## src/rtl/ucom_boot_ctrl_if.sv

```systemverilog
// Downloader, ROM-init and CPU-control signals of the boot controller.
// The master side is the downloader/board logic; the slave side is ucom_boot_ctrl.
interface ucom_boot_ctrl_if;
  logic        ioctl_download;
  logic        ioctl_wr;
  logic [15:0] ioctl_addr;
  logic [7:0]  ioctl_dout;
  logic        ioctl_wait;
  logic        user_reset;
  logic        rom_init;
  logic [11:0] rom_init_addr;
  logic [7:0]  rom_init_data;
  logic        cpu_reset;
  logic        loaded;
  logic        size_err;

  modport master (
    output ioctl_download, ioctl_wr, ioctl_addr, ioctl_dout, user_reset,
    input  ioctl_wait, rom_init, rom_init_addr, rom_init_data, cpu_reset, loaded, size_err
  );

  modport slave (
    input  ioctl_download, ioctl_wr, ioctl_addr, ioctl_dout, user_reset,
    output ioctl_wait, rom_init, rom_init_addr, rom_init_data, cpu_reset, loaded, size_err
  );
endinterface

```

## src/rtl/ucom_boot_ctrl.sv

```systemverilog
// Loads a program image into ROM, zero-fills the unwritten tail (stalling the downloader),
// then holds the CPU in reset for HOLD_CYCLES; ROM writes appear one cycle after the strobe.
module ucom_boot_ctrl #(
  parameter int ROM_WORDS   = 2048,
  parameter int HOLD_CYCLES = 16
) (
  input logic             clk,
  input logic             reset,
  ucom_boot_ctrl_if.slave bus
);
  localparam int              CW         = (HOLD_CYCLES > 1) ? $clog2(HOLD_CYCLES) : 1;
  localparam logic [CW-1:0]   HOLD_LOAD  = CW'(HOLD_CYCLES - 1);
  localparam logic [15:0]     ADDR_LIMIT = 16'(ROM_WORDS);
  localparam logic [12:0]     HWM_FULL   = 13'(ROM_WORDS);
  localparam logic [11:0]     LAST_ADDR  = 12'(ROM_WORDS - 1);

  typedef enum logic [2:0] {IDLE, LOAD, FILL, HOLD, RUN} state_t;

  state_t        state, state_nxt;
  logic          dl_q;
  logic [12:0]   hwm, hwm_nxt;
  logic [CW-1:0] hold_cnt, hold_cnt_nxt;
  logic          size_err_q, size_err_nxt;
  logic          loaded_q, loaded_nxt;
  logic          rom_init_q, rom_init_nxt;
  logic [11:0]   addr_q, addr_nxt;
  logic [7:0]    data_q, data_nxt;
  logic          dl_rise, dl_fall, in_range;
  logic [12:0]   wr_top;

  assign dl_rise  = bus.ioctl_download & ~dl_q;
  assign dl_fall  = ~bus.ioctl_download & dl_q;
  assign in_range = bus.ioctl_addr < ADDR_LIMIT;
  assign wr_top   = {1'b0, bus.ioctl_addr[11:0]} + 13'd1;

  always_ff @(posedge clk) begin
    // Tracking the download level through reset stops a session still active at reset
    // release from being mistaken for a new one.
    dl_q <= bus.ioctl_download;
    if (reset) begin
      state      <= IDLE;
      hwm        <= '0;
      hold_cnt   <= '0;
      size_err_q <= 1'b0;
      loaded_q   <= 1'b0;
      rom_init_q <= 1'b0;
      addr_q     <= '0;
      data_q     <= '0;
    end else begin
      state      <= state_nxt;
      hwm        <= hwm_nxt;
      hold_cnt   <= hold_cnt_nxt;
      size_err_q <= size_err_nxt;
      loaded_q   <= loaded_nxt;
      rom_init_q <= rom_init_nxt;
      addr_q     <= addr_nxt;
      data_q     <= data_nxt;
    end
  end

  always_comb begin
    state_nxt    = state;
    hwm_nxt      = hwm;
    hold_cnt_nxt = hold_cnt;
    size_err_nxt = size_err_q;
    loaded_nxt   = loaded_q;
    rom_init_nxt = 1'b0;
    addr_nxt     = addr_q;
    data_nxt     = data_q;

    if (dl_rise) begin
      // A new session wins over everything, including an unfinished fill.
      state_nxt    = LOAD;
      hwm_nxt      = '0;
      size_err_nxt = 1'b0;
      loaded_nxt   = 1'b0;
    end else begin
      case (state)
        IDLE: ;
        LOAD: begin
          if (dl_fall) begin
            if (hwm == 13'd0) begin
              state_nxt    = IDLE;
              size_err_nxt = 1'b1;
            end else if (hwm < HWM_FULL) begin
              state_nxt    = FILL;
              rom_init_nxt = 1'b1;
              addr_nxt     = hwm[11:0];
              data_nxt     = 8'h00;
            end else begin
              state_nxt    = HOLD;
              hold_cnt_nxt = HOLD_LOAD;
            end
          end else if (bus.ioctl_wr) begin
            if (in_range) begin
              rom_init_nxt = 1'b1;
              addr_nxt     = bus.ioctl_addr[11:0];
              data_nxt     = bus.ioctl_dout;
              if (wr_top > hwm) hwm_nxt = wr_top;
            end else begin
              size_err_nxt = 1'b1;
            end
          end
        end
        FILL: begin
          if (addr_q == LAST_ADDR) begin
            state_nxt    = HOLD;
            hold_cnt_nxt = HOLD_LOAD;
          end else begin
            rom_init_nxt = 1'b1;
            addr_nxt     = addr_q + 12'd1;
          end
        end
        HOLD: begin
          if (bus.user_reset) begin
            hold_cnt_nxt = HOLD_LOAD;
          end else if (hold_cnt == '0) begin
            state_nxt  = RUN;
            loaded_nxt = 1'b1;
          end else begin
            hold_cnt_nxt = hold_cnt - 1'b1;
          end
        end
        RUN: begin
          if (bus.user_reset) begin
            state_nxt    = HOLD;
            hold_cnt_nxt = HOLD_LOAD;
          end
        end
        default: state_nxt = IDLE;
      endcase
    end
  end

  assign bus.ioctl_wait    = (state == FILL);
  assign bus.cpu_reset     = (state != RUN);
  assign bus.rom_init      = rom_init_q;
  assign bus.rom_init_addr = addr_q;
  assign bus.rom_init_data = data_q;
  assign bus.loaded        = loaded_q;
  assign bus.size_err      = size_err_q;
endmodule

```

## src/flat_wrapper.sv

```systemverilog
// flat-port wrapper written by rule: the top's interface ports become plain ports
module ucom_boot_ctrl_flat 
#(
  parameter int ROM_WORDS   = 2048,
  parameter int HOLD_CYCLES = 16
)
  (clk, reset, bus_ioctl_download, bus_ioctl_wr, bus_ioctl_addr, bus_ioctl_dout, bus_user_reset, bus_ioctl_wait, bus_rom_init, bus_rom_init_addr, bus_rom_init_data, bus_cpu_reset, bus_loaded, bus_size_err);
  ucom_boot_ctrl_if bus_i ();
  input logic clk;
  input logic reset;
  input wire logic [$bits(bus_i.ioctl_download)-1:0] bus_ioctl_download;
  input wire logic [$bits(bus_i.ioctl_wr)-1:0] bus_ioctl_wr;
  input wire logic [$bits(bus_i.ioctl_addr)-1:0] bus_ioctl_addr;
  input wire logic [$bits(bus_i.ioctl_dout)-1:0] bus_ioctl_dout;
  input wire logic [$bits(bus_i.user_reset)-1:0] bus_user_reset;
  output wire logic [$bits(bus_i.ioctl_wait)-1:0] bus_ioctl_wait;
  output wire logic [$bits(bus_i.rom_init)-1:0] bus_rom_init;
  output wire logic [$bits(bus_i.rom_init_addr)-1:0] bus_rom_init_addr;
  output wire logic [$bits(bus_i.rom_init_data)-1:0] bus_rom_init_data;
  output wire logic [$bits(bus_i.cpu_reset)-1:0] bus_cpu_reset;
  output wire logic [$bits(bus_i.loaded)-1:0] bus_loaded;
  output wire logic [$bits(bus_i.size_err)-1:0] bus_size_err;
  assign bus_i.ioctl_download = bus_ioctl_download;
  assign bus_i.ioctl_wr = bus_ioctl_wr;
  assign bus_i.ioctl_addr = bus_ioctl_addr;
  assign bus_i.ioctl_dout = bus_ioctl_dout;
  assign bus_i.user_reset = bus_user_reset;
  assign bus_ioctl_wait = bus_i.ioctl_wait;
  assign bus_rom_init = bus_i.rom_init;
  assign bus_rom_init_addr = bus_i.rom_init_addr;
  assign bus_rom_init_data = bus_i.rom_init_data;
  assign bus_cpu_reset = bus_i.cpu_reset;
  assign bus_loaded = bus_i.loaded;
  assign bus_size_err = bus_i.size_err;
  ucom_boot_ctrl #(.ROM_WORDS(ROM_WORDS), .HOLD_CYCLES(HOLD_CYCLES)) u_core (.clk(clk), .reset(reset), .bus(bus_i));
endmodule
```

## config.mk

```make
export PLATFORM = sky130hd
export DESIGN_NAME = ucom_boot_ctrl_flat
export DESIGN_NICKNAME = d
export VERILOG_FILES = /design/src/rtl/ucom_boot_ctrl_if.sv /design/src/rtl/ucom_boot_ctrl.sv /design/src/flat_wrapper.sv
export SDC_FILE = /design/constraint.sdc
export NUM_CORES = 1
export LEC_CHECK = 0
export ABC_AREA = 1
export BUFFER_PORTS_ARGS = -buffer_cell sky130_fd_sc_hd__buf_2
export CORE_MARGIN = 3
export CORE_UTILIZATION = 40
export DETAILED_ROUTE_END_ITERATION = 10
export PLACE_DENSITY_LB_ADDON = 0.1
export SLEW_MARGIN = 40
export SYNTH_ARGS = -nofsm -noshare
export SYNTH_HDL_FRONTEND = slang
export SYNTH_SLANG_ARGS = --single-unit
```

## constraint.sdc

```tcl
create_clock -name clk -period 2.4 [get_ports clk]
set_clock_uncertainty 0.15 [all_clocks]
set_input_delay 0.24 -clock clk [delete_from_list [all_inputs] [get_ports clk]]
set_output_delay 0.24 -clock clk [all_outputs]
set_load 0.01 [all_outputs]
```

==> results of run 1 <==
==> sequential cells by signal (all words and copies together), names as in the netlist <==
name / flops
u_core.dl_q: 1
u_core.hwm: 13
u_core.hold_cnt: 4
u_core.bus.loaded: 1
u_core.state: 3
u_core.bus.rom_init_addr: 12
u_core.bus.size_err: 1
u_core.bus.rom_init: 1
u_core.bus.rom_init_data: 8
==> logic make-up after synthesis <==
logic type / share of synthesized area [%]
AOI/OAI and AO/OA: 10.9
buffers and inverters: 11.4
adders and majority gates: 6.24
xor gates and xnor gates: 1.36
DFF: 27.4
and+or+nand+nor: 42.7
==> critical path: stages <==
cell and delay [ns]:
buf_2 0.13, ha_4 0.15, nand3_2 0.08, inv_2 0.07, nand3_2 0.07, or2_4 0.25
nand2_2 0.08, inv_1 0.06, ha_4 0.27, nand2_1 0.06, nor2_2 0.11, nand2_2 0.09
o21bai_4 0.17, nand2_2 0.14, buf_6 0.14, nand3_1 0.06, nand2_1 0.08, nor2_2 0.04
==> power by group through the flow <==
stage,clock (mW),sequential [mW],combinational (mW)
after detailed placement,0,0.822,0.473
after floorplan,0,0.829,0.306
after global placement,0,0.820,0.468
after CTS,0.591,0.805,0.478
after global routing,0.619,0.811,0.580
final,0.574,0.805,0.508
==> cell type report <==
cell class | instances | area (um2)
clock buffers | 6 | 72.6
clock inverters | 2 | 35.0
fillers | 803 | 3710
inverters | 71 | 267
multi-input cells | 401 | 2100
flip-flops and latches | 44 | 881
well taps | 102 | 128
repair buffers | 92 | 576
==> cell usage in the layout, fill, tap and decap left out, types with 5 or more instances in the layout <==
cell	netlist	routed
o211ai_1	5	5
nor2_1	94	85
dfxtp_1	44	44
nand3_1	34	32
a21oi_1	24	21
inv_1	62	61
ha_1	16	14
inv_2	9	10
nor2_2	3	10
o21ai_0	21	21
clkbuf_8	0	5
nand2_2	5	12
nand2_1	148	141
nor3_1	8	8
nand4_1	11	11
buf_4	1	34
buf_2	7	53
==> metrics by stage <==
stage | worst slack (ns) | instance area, um2
after floorplan | 0.0265 | 3240
after global placement | -0.275 | 3780
after detailed placement | -0.316 | 3780
after CTS | 0.00310 | 3900
after global routing | -0.00836 | 4060
final | 0.154 | 4060
==> metal layers <==
layer	vias to the layer above	global-route usage (%)
li1	1857	-
met1	1596	26.9
met2	76	32.3
met3	6	2.84
met4	0	4.38
met5	-	0
==> repair_timing <==
action                                  4_1_cts  5_1_grt
cloned                                        0        2
endpoints found under the setup margin        5       22
hold endpoints to repair                      1        0
gates resized for setup                       1       30
setup buffers                                 0        4
pin swaps                                     0       13
hold buffers                                  1        0
==> final timing paths <==
| kind | endpoint | cells after the start |
|---|---|---|
| max | u_core.hwm[6] | 18 |
| min | u_core.bus.rom_init_data[3] | 2 |
| min reg2reg | u_core.bus.loaded | 2 |
| max reg2reg | u_core.hwm[6] | 11 |
==> impl_metrics.toml, run 1 <==
[floorplanning]
dieArea_um2 = 9130
coreArea_um2 = 7770
ios = 54
initial_core_util_pct = 41.3
die_h_um = 95.6
placementRows = 32
die_w_um = 95.6

[global_routing]
globalRoute.totalOverflow = 0
antenna_found_initial = 0
grt_max_degree = 23
grt_pass1_vias = 3105
grt_pass1_wl_um = 14300
grtUsageTotal_pct = 19.6

[synthesis]
synth_seq_cells = 44
async_flop_share_pct = 0
yosys.cell_count.top_type = "nand2_1"
synth_cell_types = 33
syn_inst = 530
yosysSeqAreaShare_pct = 27.4
yosys.area.top_type = "dfxtp_1"
synth_edf_count = 0
ys_top_cells_by_area = "dfxtp_1, nand2_1, nor2_1"
yosysWarningCount = 0
syn_avg_cell_area_um2 = 6.06
yosys-top-cells-count = "nand2_1, nor2_1, inv_1"
synth_nets = 575
yosysTopAreaCellShare_pct = 27.4
ys.flop_type = "dfxtp_1"
syn_area_um2 = 3210

[power]
p_leak_nw = 2.01
internal-power_mw = 1.28
vdd_drop_max_uv = 260
p_clk_share_pct = 30.4
finalPower_mw = 1.89
seq_power_share_pct = 42.7
switching_share_pct = 31.9
p_switching_uw = 603
pwr-share-comb_pct = 26.9
power.density_nw_per_um2 = 465

[clock_network]
htree_levels = 2
cts_tree = "done"
cts_buffer_depth = 2
cts_root_buf = "clkbuf_8"
path_clk_slew_ns = 0.09
numCtsBuffers = 5
cts.sinks = 44
clk_latency_ns = 0.30

[cells_and_area]
final_nets = 660
area_delta_synth_final_pct = 26.5
drive_gt1_share_pct = 24.8
antenna_cells = 0
post-route-util_pct = 52.3
stdcell_count = 718

[run_status]
status = "finished clean"

[timing]
tightest_slew_ns = 0.738
fin_setup_tns_ns = 0
timing.fmax_mhz = 445
relSlewSlack_pct = 50.7
setup_viol_count_final = 0
hold_ws_ns = 0.0371
fin_crit_ns = 2.25
hold_violations = 0
final_max_slew_viol_count = 0
fin_crit_sh_pct = 93.6

[critical_path]
crit_arrival_ns = 2.29
cp_max_fo = 6
worstSetupStartpointType = "input port"
cp-startpoint = "bus_ioctl_addr[0]"
rrSetupSlack_ns = 0.41
end_kind = "flip-flop"
critPathKind = "in2reg"
r2r-start = "u_core.hwm[10]"
cp.required_ns = 2.45

[route]
postRouteAntennaNets = 0
wl_per_cell_um = 12.6
vias = 3535
routed.top_layer = "met4"
drt-vias-per-instance = 4.92
met3_length_um = 373
dr_wl_met2_um = 4240
remaining_drc_errors = 0
wl_met1_um = 4380
drt_first_pass_iters = 4
drt_iter0_drc = 151
routed_wl_um = 9070

[min_path]
min_from = "reset"
hold_path_class = "in2reg"

[place]
place_congestion = 0.950
dp_hpwl_um = 6890
portBuffers = 53
dp_cells = 704

[flow_run]
cap_violations = 0
No activity file was read; power rests on OpenSTA's default activity.
==> run 2, diff against run 1 <==
--- a/config.mk
+++ b/config.mk
@@ -10,7 +10,6 @@
 export CORE_MARGIN = 3
 export CORE_UTILIZATION = 40
 export DETAILED_ROUTE_END_ITERATION = 10
-export PLACE_DENSITY_LB_ADDON = 0.1
 export SLEW_MARGIN = 40
 export SYNTH_ARGS = -nofsm -noshare
 export SYNTH_HDL_FRONTEND = slang
==> impl_metrics.toml, run 2 (same netlist as run 1, synthesis figures left out) <==
[run_status]
status = "finished clean"

[critical_path]
rrSetupSlack_ns = 0.34
cp.required_ns = 2.45
crit_chain = "buf_2, nand2_1, nor2_2, nand3_2, or2_4, nand2_1, inv_1, ha_4, nand2_1, nor2_2, nand2_2, buf_4, nor2_4, nor2_4, buf_12, a21oi_2, nor2_1"
cp_max_fo = 12
end_kind = "flip-flop"
worstSetupStartpointType = "input port"
crit_arrival_ns = 2.30
r2r-start = "u_core.hwm[8]"
crit_family = "simple AND/OR/NAND/NOR gates"
cpMostUsedCell = "nand2_1"
slowest_stage = "ha_4"
cp-startpoint = "bus_ioctl_addr[4]"
cp_num_buf_inv = 4
critPathKind = "in2reg"
cpPeakStageDelay_ns = 0.27

[route]
routed_wl_um = 9190
drt_iter0_drc = 146
drt-vias-per-instance = 4.91
drt_first_pass_iters = 5
postRouteAntennaNets = 0
remaining_drc_errors = 0
vias = 3489
wl_per_cell_um = 12.9

[power]
power.density_nw_per_um2 = 471
vdd_drop_max_uv = 228
finalPower_mw = 1.89
p_leak_nw = 1.98

[place]
place_congestion = 0.845
portBuffers = 53
pre_cts_ws_ns = -0.394
dp_cells = 697
dp_hpwl_um = 6850

[floorplanning]
placementRows = 32
die_w_um = 95.6
initial_core_util_pct = 41.3
ios = 54
die_h_um = 95.6
dieArea_um2 = 9130
coreArea_um2 = 7770

[global_routing]
grt_pass1_wl_um = 14600
globalRoute.totalOverflow = 0
grt_pass1_vias = 3101
grt_max_degree = 28
antenna_found_initial = 0
grtUsageTotal_pct = 20.0

[timing]
finalWorstSetupSlack_ns = 0.145
timing.fmax_mhz = 443
setup_viol_count_final = 0
final_max_slew_viol_count = 0
hold_violations = 0
hold_ws_ns = 0.0488
fin_crit_ns = 2.25
relSlewSlack_pct = 52.2
tightest_slew_ns = 0.716
fin_crit_sh_pct = 94.0

[cells_and_area]
drive_gt1_share_pct = 23.4
final_nets = 652
stdcell_count = 710
mostFrequentLayoutCells = "nand2_1, nor2_1, inv_1"
largest_register_ffs = 13
antenna_cells = 0
area_delta_synth_final_pct = 25.4
top_register = "u_core.hwm"
layout_commonest_cell = "nand2_1"

[clock_network]
htree_levels = 2
cts_buffer_depth = 2
path_clk_slew_ns = 0.09
cts_root_buf = "clkbuf_8"
clk_latency_ns = 0.30
cts_tree = "done"
numCtsBuffers = 5
cts.sinks = 44

[flow_run]
cap_violations = 0

[min_path]
hold_path_class = "in2reg"
min_from = "reset"
-- run 2: where the power goes --
part	switching (mW)	total [mW]	internal (mW)	leakage (nW)
logic	0.304	0.510	0.206	1.57
registers	0.0355	0.804	0.768	0.357
clock network	0.271	0.581	0.310	0.0552
total	0.610	1.89	1.28	1.98
-- run 2: final cells by class --
class	instances	area, um2
Tap cell	102	128
Multi-Input combinational cell	401	2090
Clock inverter	2	35.0
Inverter	71	267
Timing Repair Buffer	84	557
Clock buffer	6	72.6
Fill cell	796	3740
Sequential cell	44	881
-- run 2: stage by stage --
step | TNS (ns) | util [%] | cell area, um2
2_1_floorplan | 0 | - | 3240
3_3_place_gp | -4.80 | 48.3 | 3750
3_5_place_dp | -4.76 | 48.3 | 3750
4_1_cts | 0 | 50.5 | 3930
5_1_grt | -0.0275 | 51.8 | 4030
6_report | 0 | 51.8 | 4030
-- run 2: path summary, 6_finish.rpt --
kind,cells past startpoint,endpoint
worst min register to register,2,u_core.bus.loaded
worst max-delay path,17,u_core.hwm[5]
worst min-delay path,2,u_core.bus.rom_init_data[3]
worst max register to register,10,u_core.hwm[10]
-- run 2: worst reg2reg max path, cell delays in order, from the launching register on --
cell and delay, ns:
dfxtp_1 0.42, inv_1 0.07, ha_1 0.32, a21oi_1 0.16, nand2_1 0.10, a21oi_1 0.26
nand2_4 0.14, buf_12 0.16, nand3_1 0.06, nand2_1 0.05, nor2_1 0.12
-- run 2: routing by layer --
| metal | vias up | GRT usage [%] | wire length, um |
|---|---|---|---|
| li1 | 1836 | - | - |
| met1 | 1549 | 27.8 | 4300 |
| met2 | 97 | 32.7 | 4280 |
| met3 | 7 | 2.76 | 514 |
| met4 | 0 | 4.38 | 83 |
| met5 | - | 0 | 0 |
-- run 2: timing repair --
item,4_1_cts,5_1_grt
hold buffers,1,0
setup buffers,1,1
pin swaps,2,8
setup endpoints to repair,12,14
gates cloned,1,1
endpoints found under the hold margin,1,0
resized for setup,8,20
